`src/rtl/nbody_step_sequencer.sv`:
```
// Timestep scheduler for the n-body engine: streams (i,j) pairs, then position-update sweeps.
// Build option: define SKIP_SELF_EN to drop diagonal (i==j) pairs at issue.
module nbody_step_sequencer #(
  parameter int unsigned BODIES   = 512,
  parameter int unsigned IDX_W    = $clog2(BODIES),
  parameter int unsigned ACCL_LAT = 86,
  parameter int unsigned POS_LAT  = 20,
  parameter int unsigned ITER_W   = 16
) (
  input  logic              clk,
  input  logic              rst,
  input  logic              i_start,
  input  logic              i_abort,
  input  logic [IDX_W:0]    i_num_bodies,
  input  logic [ITER_W-1:0] i_iterations,
  output logic              o_busy,
  output logic              o_done,
  output logic              o_pair_valid,
  output logic [IDX_W-1:0]  o_pair_i,
  output logic [IDX_W-1:0]  o_pair_j,
  output logic              o_pair_self,
  output logic              o_ret_valid,
  output logic [IDX_W-1:0]  o_ret_i,
  output logic              o_ret_first,
  output logic              o_ret_last,
  output logic              o_pos_valid,
  output logic [IDX_W-1:0]  o_pos_idx,
  output logic              o_pos_wr_valid,
  output logic [IDX_W-1:0]  o_pos_wr_idx,
  output logic [ITER_W-1:0] o_iter_count
);

  localparam int unsigned NW      = IDX_W + 1;
  localparam int unsigned CNT_MAX = (ACCL_LAT > POS_LAT) ? ACCL_LAT : POS_LAT;
  localparam int unsigned CNT_W   = $clog2(CNT_MAX + 1);
  localparam logic [CNT_W-1:0]  ACCL_END = CNT_W'(ACCL_LAT - 1);
  localparam logic [CNT_W-1:0]  POS_END  = CNT_W'(POS_LAT - 1);
  localparam logic [CNT_W-1:0]  CNT_ONE  = CNT_W'(1);
  localparam logic [IDX_W-1:0]  IDX_ONE  = IDX_W'(1);
  localparam logic [NW-1:0]     N_MAX    = NW'(BODIES);
  localparam logic [NW-1:0]     N_ONE    = NW'(1);
  localparam logic [ITER_W-1:0] IT_ONE   = ITER_W'(1);
`ifdef SKIP_SELF_EN
  localparam logic [IDX_W-1:0]  J_START  = IDX_ONE;
`else
  localparam logic [IDX_W-1:0]  J_START  = '0;
`endif

  typedef enum logic [2:0] {
    StIdle,
    StAccel,
    StAccelDrain,
    StPos,
    StPosDrain
  } state_e;

  state_e            r_state, w_state_d;
  logic [NW-1:0]     r_n, w_n_d, w_n_new;
  logic [ITER_W-1:0] r_it, w_it_d, w_it_new, r_iter, w_iter_d, w_iter_inc;
  logic [IDX_W-1:0]  r_i, w_i_d, r_j, w_j_d, r_pos, w_pos_d;
  logic [IDX_W-1:0]  w_n_m1, w_first_j, w_last_j, w_j_next;
  logic [CNT_W-1:0]  r_cnt, w_cnt_d;
  logic              r_done, w_done_d;
  logic              w_abort, w_flush, w_accel_skip, w_new_skip;
  logic              w_pair_valid, w_pair_first, w_pair_last;

  always_comb begin
    w_n_m1     = r_n[IDX_W-1:0] - IDX_ONE;
    w_n_new    = (i_num_bodies > N_MAX) ? N_MAX : i_num_bodies;
    w_it_new   = (i_iterations == '0) ? IT_ONE : i_iterations;
    w_iter_inc = r_iter + IT_ONE;
`ifdef SKIP_SELF_EN
    w_first_j    = (r_i == '0) ? IDX_ONE : '0;
    w_last_j     = (r_i == w_n_m1) ? (w_n_m1 - IDX_ONE) : w_n_m1;
    w_j_next     = ((r_j + IDX_ONE) == r_i) ? (r_j + IDX_ONE + IDX_ONE) : (r_j + IDX_ONE);
    w_accel_skip = (r_n == N_ONE);
    w_new_skip   = (w_n_new == N_ONE);
`else
    w_first_j    = '0;
    w_last_j     = w_n_m1;
    w_j_next     = r_j + IDX_ONE;
    w_accel_skip = 1'b0;
    w_new_skip   = 1'b0;
`endif
  end

  assign w_abort      = i_abort && (r_state != StIdle);
  assign w_pair_valid = (r_state == StAccel);
  assign w_pair_first = (r_j == w_first_j);
  assign w_pair_last  = (r_j == w_last_j);

  always_comb begin
    w_state_d = r_state;
    w_n_d     = r_n;
    w_it_d    = r_it;
    w_iter_d  = r_iter;
    w_i_d     = r_i;
    w_j_d     = r_j;
    w_pos_d   = r_pos;
    w_cnt_d   = r_cnt;
    w_done_d  = r_done;
    w_flush   = 1'b0;
    if (w_abort) begin
      w_state_d = StIdle;
      w_i_d     = '0;
      w_j_d     = '0;
      w_pos_d   = '0;
      w_cnt_d   = '0;
      w_flush   = 1'b1;
    end else begin
      unique case (r_state)
        StIdle: begin
          if (i_start) begin
            if (i_num_bodies == '0) begin
              w_done_d = 1'b1;
            end else begin
              w_n_d     = w_n_new;
              w_it_d    = w_it_new;
              w_iter_d  = '0;
              w_done_d  = 1'b0;
              w_i_d     = '0;
              w_j_d     = J_START;
              w_cnt_d   = '0;
              w_state_d = w_new_skip ? StAccelDrain : StAccel;
            end
          end
        end
        StAccel: begin
          if (w_pair_last) begin
            if (r_i == w_n_m1) begin
              w_state_d = StAccelDrain;
              w_cnt_d   = '0;
              w_i_d     = '0;
              w_j_d     = J_START;
            end else begin
              w_i_d = r_i + IDX_ONE;
              w_j_d = '0;
            end
          end else begin
            w_j_d = w_j_next;
          end
        end
        StAccelDrain: begin
          if (r_cnt == ACCL_END) begin
            w_state_d = StPos;
            w_cnt_d   = '0;
            w_pos_d   = '0;
          end else begin
            w_cnt_d = r_cnt + CNT_ONE;
          end
        end
        StPos: begin
          if (r_pos == w_n_m1) begin
            w_state_d = StPosDrain;
            w_cnt_d   = '0;
            w_pos_d   = '0;
          end else begin
            w_pos_d = r_pos + IDX_ONE;
          end
        end
        StPosDrain: begin
          if (r_cnt == POS_END) begin
            w_iter_d = w_iter_inc;
            w_cnt_d  = '0;
            if (w_iter_inc == r_it) begin
              w_state_d = StIdle;
              w_done_d  = 1'b1;
            end else begin
              w_state_d = w_accel_skip ? StAccelDrain : StAccel;
            end
          end else begin
            w_cnt_d = r_cnt + CNT_ONE;
          end
        end
        default: w_state_d = StIdle;
      endcase
    end
  end

  always_ff @(posedge clk or posedge rst) begin
    if (rst) begin
      r_state <= StIdle;
      r_n     <= '0;
      r_it    <= '0;
      r_iter  <= '0;
      r_i     <= '0;
      r_j     <= '0;
      r_pos   <= '0;
      r_cnt   <= '0;
      r_done  <= 1'b0;
    end else begin
      r_state <= w_state_d;
      r_n     <= w_n_d;
      r_it    <= w_it_d;
      r_iter  <= w_iter_d;
      r_i     <= w_i_d;
      r_j     <= w_j_d;
      r_pos   <= w_pos_d;
      r_cnt   <= w_cnt_d;
      r_done  <= w_done_d;
    end
  end

  // Tag delay lines shift every cycle; abort kills only the valid bits in flight.
  logic [ACCL_LAT-1:0] r_accl_v;
  logic [IDX_W+1:0]    r_accl_tag [ACCL_LAT];
  logic [POS_LAT-1:0]  r_pos_v;
  logic [IDX_W-1:0]    r_pos_tag  [POS_LAT];

  always_ff @(posedge clk or posedge rst) begin
    if (rst) begin
      r_accl_v <= '0;
      r_pos_v  <= '0;
      for (int k = 0; k < ACCL_LAT; k++) r_accl_tag[k] <= '0;
      for (int k = 0; k < POS_LAT; k++) r_pos_tag[k] <= '0;
    end else begin
      r_accl_v[0]   <= w_pair_valid & ~w_flush;
      r_accl_tag[0] <= {w_pair_first, w_pair_last, r_i};
      for (int k = 1; k < ACCL_LAT; k++) begin
        r_accl_v[k]   <= r_accl_v[k-1] & ~w_flush;
        r_accl_tag[k] <= r_accl_tag[k-1];
      end
      r_pos_v[0]   <= (r_state == StPos) & ~w_flush;
      r_pos_tag[0] <= r_pos;
      for (int k = 1; k < POS_LAT; k++) begin
        r_pos_v[k]   <= r_pos_v[k-1] & ~w_flush;
        r_pos_tag[k] <= r_pos_tag[k-1];
      end
    end
  end

  assign o_busy       = (r_state != StIdle);
  assign o_done       = r_done;
  assign o_pair_valid = w_pair_valid;
  assign o_pair_i     = r_i;
  assign o_pair_j     = r_j;
`ifdef SKIP_SELF_EN
  assign o_pair_self  = 1'b0;
`else
  assign o_pair_self  = w_pair_valid && (r_i == r_j);
`endif
  assign o_ret_valid  = r_accl_v[ACCL_LAT-1];
  assign {o_ret_first, o_ret_last, o_ret_i} = r_accl_tag[ACCL_LAT-1];
  assign o_pos_valid    = (r_state == StPos);
  assign o_pos_idx      = r_pos;
  assign o_pos_wr_valid = r_pos_v[POS_LAT-1];
  assign o_pos_wr_idx   = r_pos_tag[POS_LAT-1];
  assign o_iter_count   = r_iter;

endmodule

```
`config.mk`:
```
export PLATFORM = sky130hd
export DESIGN_NAME = nbody_step_sequencer
export DESIGN_NICKNAME = d
export VERILOG_FILES = /design/src/rtl/nbody_step_sequencer.sv
export SDC_FILE = /design/constraint.sdc
export NUM_CORES = 2
export LEC_CHECK = 0
export BUFFER_PORTS_ARGS = -buffer_cell sky130_fd_sc_hd__buf_2
export CAP_MARGIN = 20
export CORE_ASPECT_RATIO = 1.5
export CORE_UTILIZATION = 35
export DETAILED_ROUTE_END_ITERATION = 16
export PLACE_DENSITY_LB_ADDON = 0.1
export SETUP_SLACK_MARGIN = 0.2
export SYNTH_ARGS = -nofsm -noshare
export SYNTH_HDL_FRONTEND = slang
export SYNTH_SLANG_ARGS = --single-unit
```
`constraint.sdc`:
```
create_clock -name clk -period 46.7 [get_ports clk]
set_clock_uncertainty 0.2 [all_clocks]
set_input_delay 11.675 -clock clk [delete_from_list [all_inputs] [get_ports clk]]
set_output_delay 11.675 -clock clk [all_outputs]
set_load 0.1 [all_outputs]
```
* After elaboration in Yosys (flattened, before gate mapping)
Cells that the tools add are included.
** Word-level totals
- Word-level logic and storage cells :: 318
- Output and inout port bits :: 70
- Bits of input ports :: 30
- Flip-flop bits (word level) :: 1311
** Operators by class
- Add/sub/neg operators :: 6
- Reductions and logical operators :: 19
- Multiplexer cells :: 44
- $lt $le $gt $ge :: 1
- Bitwise gates (word level) :: 109
- Eq/ne operators :: 22
** Operators with widths (count)
- 1-bit bitwise AND :: 106
- 9-bit two-way mux :: 11
- 16-bit two-way mux :: 4
- 7-bit two-way mux :: 8
- 9-bit case mux with 2 select lines :: 3
- 9-bit equality test :: 4
- 7-bit case mux with 5 select lines :: 1
- 16-bit case mux with 2 select lines :: 1
- 9-bit by 1-bit adder with 9-bit output, second input constant :: 3
- 3-bit two-way mux :: 8
- 16-bit by 1-bit adder with 16-bit output, second input constant :: 1
- 16-bit equality test :: 1
- 16-bit logical NOT :: 1
- 3-bit case mux with 5 select lines :: 1
- 3-bit != test, second input constant :: 4
- 10-bit > comparator, second input constant :: 1
- 10-bit logical NOT :: 1
- 5-bit AND reduction :: 2
- 9-bit logical NOT :: 1
- 3-bit nonzero test :: 3
- 9-bit by 1-bit subtractor with 9-bit output, second input constant :: 1
- 2-bit != test, second input constant :: 4
- 4-bit AND reduction :: 2
- 7-bit by 1-bit adder with 7-bit output, second input constant :: 1
- 18 further kinds :: 28

* Logic depth before layout (Yosys ltp)
- Word-level depth :: 6
- Depth in mapped cells :: 13
- Depth with buffers taken out :: 9

* Least setup slack after synthesis
No wires, ideal clock.
- Path type :: reg-to-output
- Start point :: register r_j[2], in the netlist o_pair_j[2]
- End point :: output port o_pair_self
- Arrival time :: 4.441 ns
- Data required time :: 34.825 ns
- Stages on the path, launching flop included :: 5
- Path slack :: 30.384 ns
- Cells stage by stage :: dfrtp_1 -> clkbuf_1 -> xnor2_1 -> nand4_1 -> nor4_1
** On the way
- Word-level cells in the longest chain between the ends :: 2
** Ends and longest elaborated chain
- start: declaration :: RTL line 60 : logic [IDX_W-1:0] r_i, w_i_d, r_j, w_j_d, r_pos, w_pos_d;
- start signal: assignment :: RTL line 197 : r_j <= w_j_d;
- 9-bit equality test :: RTL line 240 : assign o_pair_self = w_pair_valid && (r_i == r_j);
- 1-bit logical AND :: RTL line 240
- end: declaration :: RTL line 21 : output logic o_pair_self,
No other way between the ends.

==> qor.yml <==
placed_design:
  gp_congestion: 0.793
  postPlaceCellArea_um2: 39200
  portBuffers: 99
  place_ws_ns: 30.71
  place_inst: 3430
  hpwl_mm: 27.6
setup_path:
  start_kind: "input port"
  r2r-start: "r_n[0]"
  crit_chain: "buf_2 > clkinvlp_4 > buf_12 > buf_4 > buf_4 > buf_4"
  critPathRequiredTime_ns: 47.23
  crit_type: "input port to async pin"
  cp.arrival_ns: 15.38
  crit_path_frequent_cell: "buf_4"
  cpPeakStageDelay_ns: 0.79
  crit_path_max_fanout: 181
  worstReg2RegEnd: "r_cnt[4]"
  cp_slowest_cell: "buf_4"
  ff2ff_path_depth: 9
  crit_path_end_kind: "async pin"
  reg2reg_slack_ns: 43.14
min_path:
  hold_path.startpoint: "r_accl_tag[563]"
  hp-class: "register to register"
  whs_path_depth: 0
  min_to: "r_accl_tag[552]"
cts:
  cts_max_level: 3
  clk_latency_ns: 0.69
  max-clock-path-buffers: 3
  cts_sinks: 1311
  clockRootBuffer: "clkbuf_16"
  holdBufCountCts: 0
  clk_pin_slew_ns: 0.06
  cts-buffers-inserted: 117
  cts_tree: "built"
  cts.repair.resized: 0
  cts_setup_buffers: 0
synth:
  yosys_warnings: 0
  synth_fp_nets: 2019
  yosysSeqAreaShare_pct: 88.4
  synth_most_common_cell: "dfrtp_1"
  synth_top_cell_area_share_pct: 88.4
  synth_common_cells: "dfrtp_1, and2_1, xnor2_1, nor2_1, nand2_1"
  ys_types: 76
  syn_area_per_cell_um2: 18.7
  syn_inst: 1981
  synth.area.top_cells: "dfrtp_1, and2_1, xnor2_1, mux2_2, nand3_1"
  ys_seq_elements: 1311
  syn-cell-area_um2: 37100
  synth_edf_count: 0
  ys_async_sr_fraction_pct: 100
  yosys.area.top_type: "dfrtp_1"
  synth_ff_type: "dfrtp_1"
timing:
  grt_setup_unrepaired: "no"
  timing_hold_violations_final: 0
  slew_violations: 0
  worst_pin_slew_ns: 1.02
  post-route-period-util_pct: 31.8
  fin_ws_ns: 31.85
  max_freq_ghz: 0.0673
  setup_violations: 0
  final.setup.tns_ns: 0
  holdWs_ns: 0.103
  period_needed_ns: 14.85
  slew_headroom_pct: 31.5
cells_and_area:
  n_antenna_cell: 0
  design_area_um2: 43300
  drive_gt1_share_pct: 15.8
  final_util_pct: 41.1
  num-nets-final: 2183
  syn2layout_area_growth_pct: 16.6
  finalNonFillerCells: 3648
floorplan:
  dieWidth_um: 268
  start_util_pct: 35.2
  die_area_um2: 107000
  io_pins: 100
  rows: 146
  coreArea_um2: 105000
  chipHeight_um: 401
power_and_ir_drop:
  netSwitchingPower_mw: 0.498
  vdd_drop_max_mv: 0.0305
  total_power_mw: 2.27
  seq_power_share_pct: 52.7
  swShare_pct: 22.0
  power.leakage_nw: 22.1
  comb_power_share_pct: 4.2
  internal_power_mw: 1.77
  p_per_area_nw_per_um2: 52.3
  power_frac_clock_pct: 43.1
drt:
  totalWireLength_mm: 53.2
  route.detailed.drc: 0
  drtAntennaViolNets: 0
  wl_per_cell_um: 14.6
  drtIter0Drc: 829
  viasPerCell: 4.21
  drtPass1Iterations: 5
  vias: 15300
grt:
  grt_antenna_before_repair: 0
  grtUsageTotal_pct: 10.6
  grt_pass1_vias: 17100
  overflow: 0
  grt_pass1_wl_mm: 91.8
  grt_max_degree: 182
status:
  status: "complete, no violations"
run:
  cap_violations: 0
## metal layers
| layer | global-route usage (%) | routed length (µm) | vias up |
|---|---|---|---|
| met5 | 0 | 0 | - |
| met4 | 5.92 | 2250 | 0 |
| met3 | 2.53 | 2630 | 140 |
| met2 | 15.9 | 24600 | 327 |
| met1 | 14.2 | 23700 | 8150 |
| li1 | - | - | 6730 |
## sequential cells by signal, summed over array words and instances (netlist names), 3 cells and up
register and flops:
o_pos_idx 9, r_pos_v 20, r_cnt 7, o_iter_count 16, r_it 16, r_n 9, o_ret_i 9, o_pair_j 9
o_pair_i 9, o_pos_wr_idx 9, r_accl_tag 935, r_pos_tag 171, r_accl_v 86, r_state 3
## worst max-delay path by stage
stage	from	end	slack (ns)	cells past startpoint
CTS	rst	r_accl_tag[155]	31.55	6
detailed placement	rst	r_accl_tag[323]	30.71	6
global route	rst	r_accl_tag[155]	31.05	6
finish	rst	r_accl_tag[155]	31.85	6
global placement	rst	r_accl_tag[323]	30.94	6
floorplan	rst	o_done	16.70	1
## logic make-up after synthesis
group,share of synthesized area [%]
xor+xnor,1.69
flops,88.4
compound gates,2.69
fa+ha+maj,0.270
mux,0.543
buf+inv,1.33
simple gates,5.12
## placed cells by master, fill, tap and decap left out, types with 8 or more instances in the layout
cell type	Yosys	routed
clkbuf_16	0	118
a21o_1	8	8
nor3_1	16	16
or3_1	9	9
clkbuf_8	0	35
buf_4	20	11
nor2b_1	9	9
o21ai_0	34	34
o211ai_1	8	8
inv_1	31	30
bufinv_16	0	8
clkinv_2	0	25
and2_1	108	108
mux2_2	17	17
nor2_1	48	48
ha_1	8	8
nor4_1	9	9
clkbuf_1	41	17
xor2_1	19	19
buf_2	7	99
nand3_1	36	36
xnor2_1	50	50
nand4_1	15	15
dfrtp_1	1311	1311
a21oi_1	10	10
nand2_1	47	46
## power groups by stage
stage	sequential [mW]	combinational (mW)	clock, mW
after floorplan	1.22	0.0731	0
after global placement	1.21	0.0953	0
after detailed placement	1.22	0.0975	0
after CTS	1.20	0.0979	1.02
after global routing	1.20	0.107	1.07
final	1.19	0.0959	0.976
## worst max-delay path, delay by kind of cell
family,cells,cell delay [ns]
buffers and inverters,6,3.57
## area by class of cell
type,count,area [µm²]
flip-flops and latches,1311,32800
fillers,9511,62100
inverters,32,124
repair buffers,116,713
multi-input cells,567,3830
well taps,1406,1760
clock buffers,170,3500
clock inverters,46,554
Note: power is estimated with default switching activity, not from simulation.
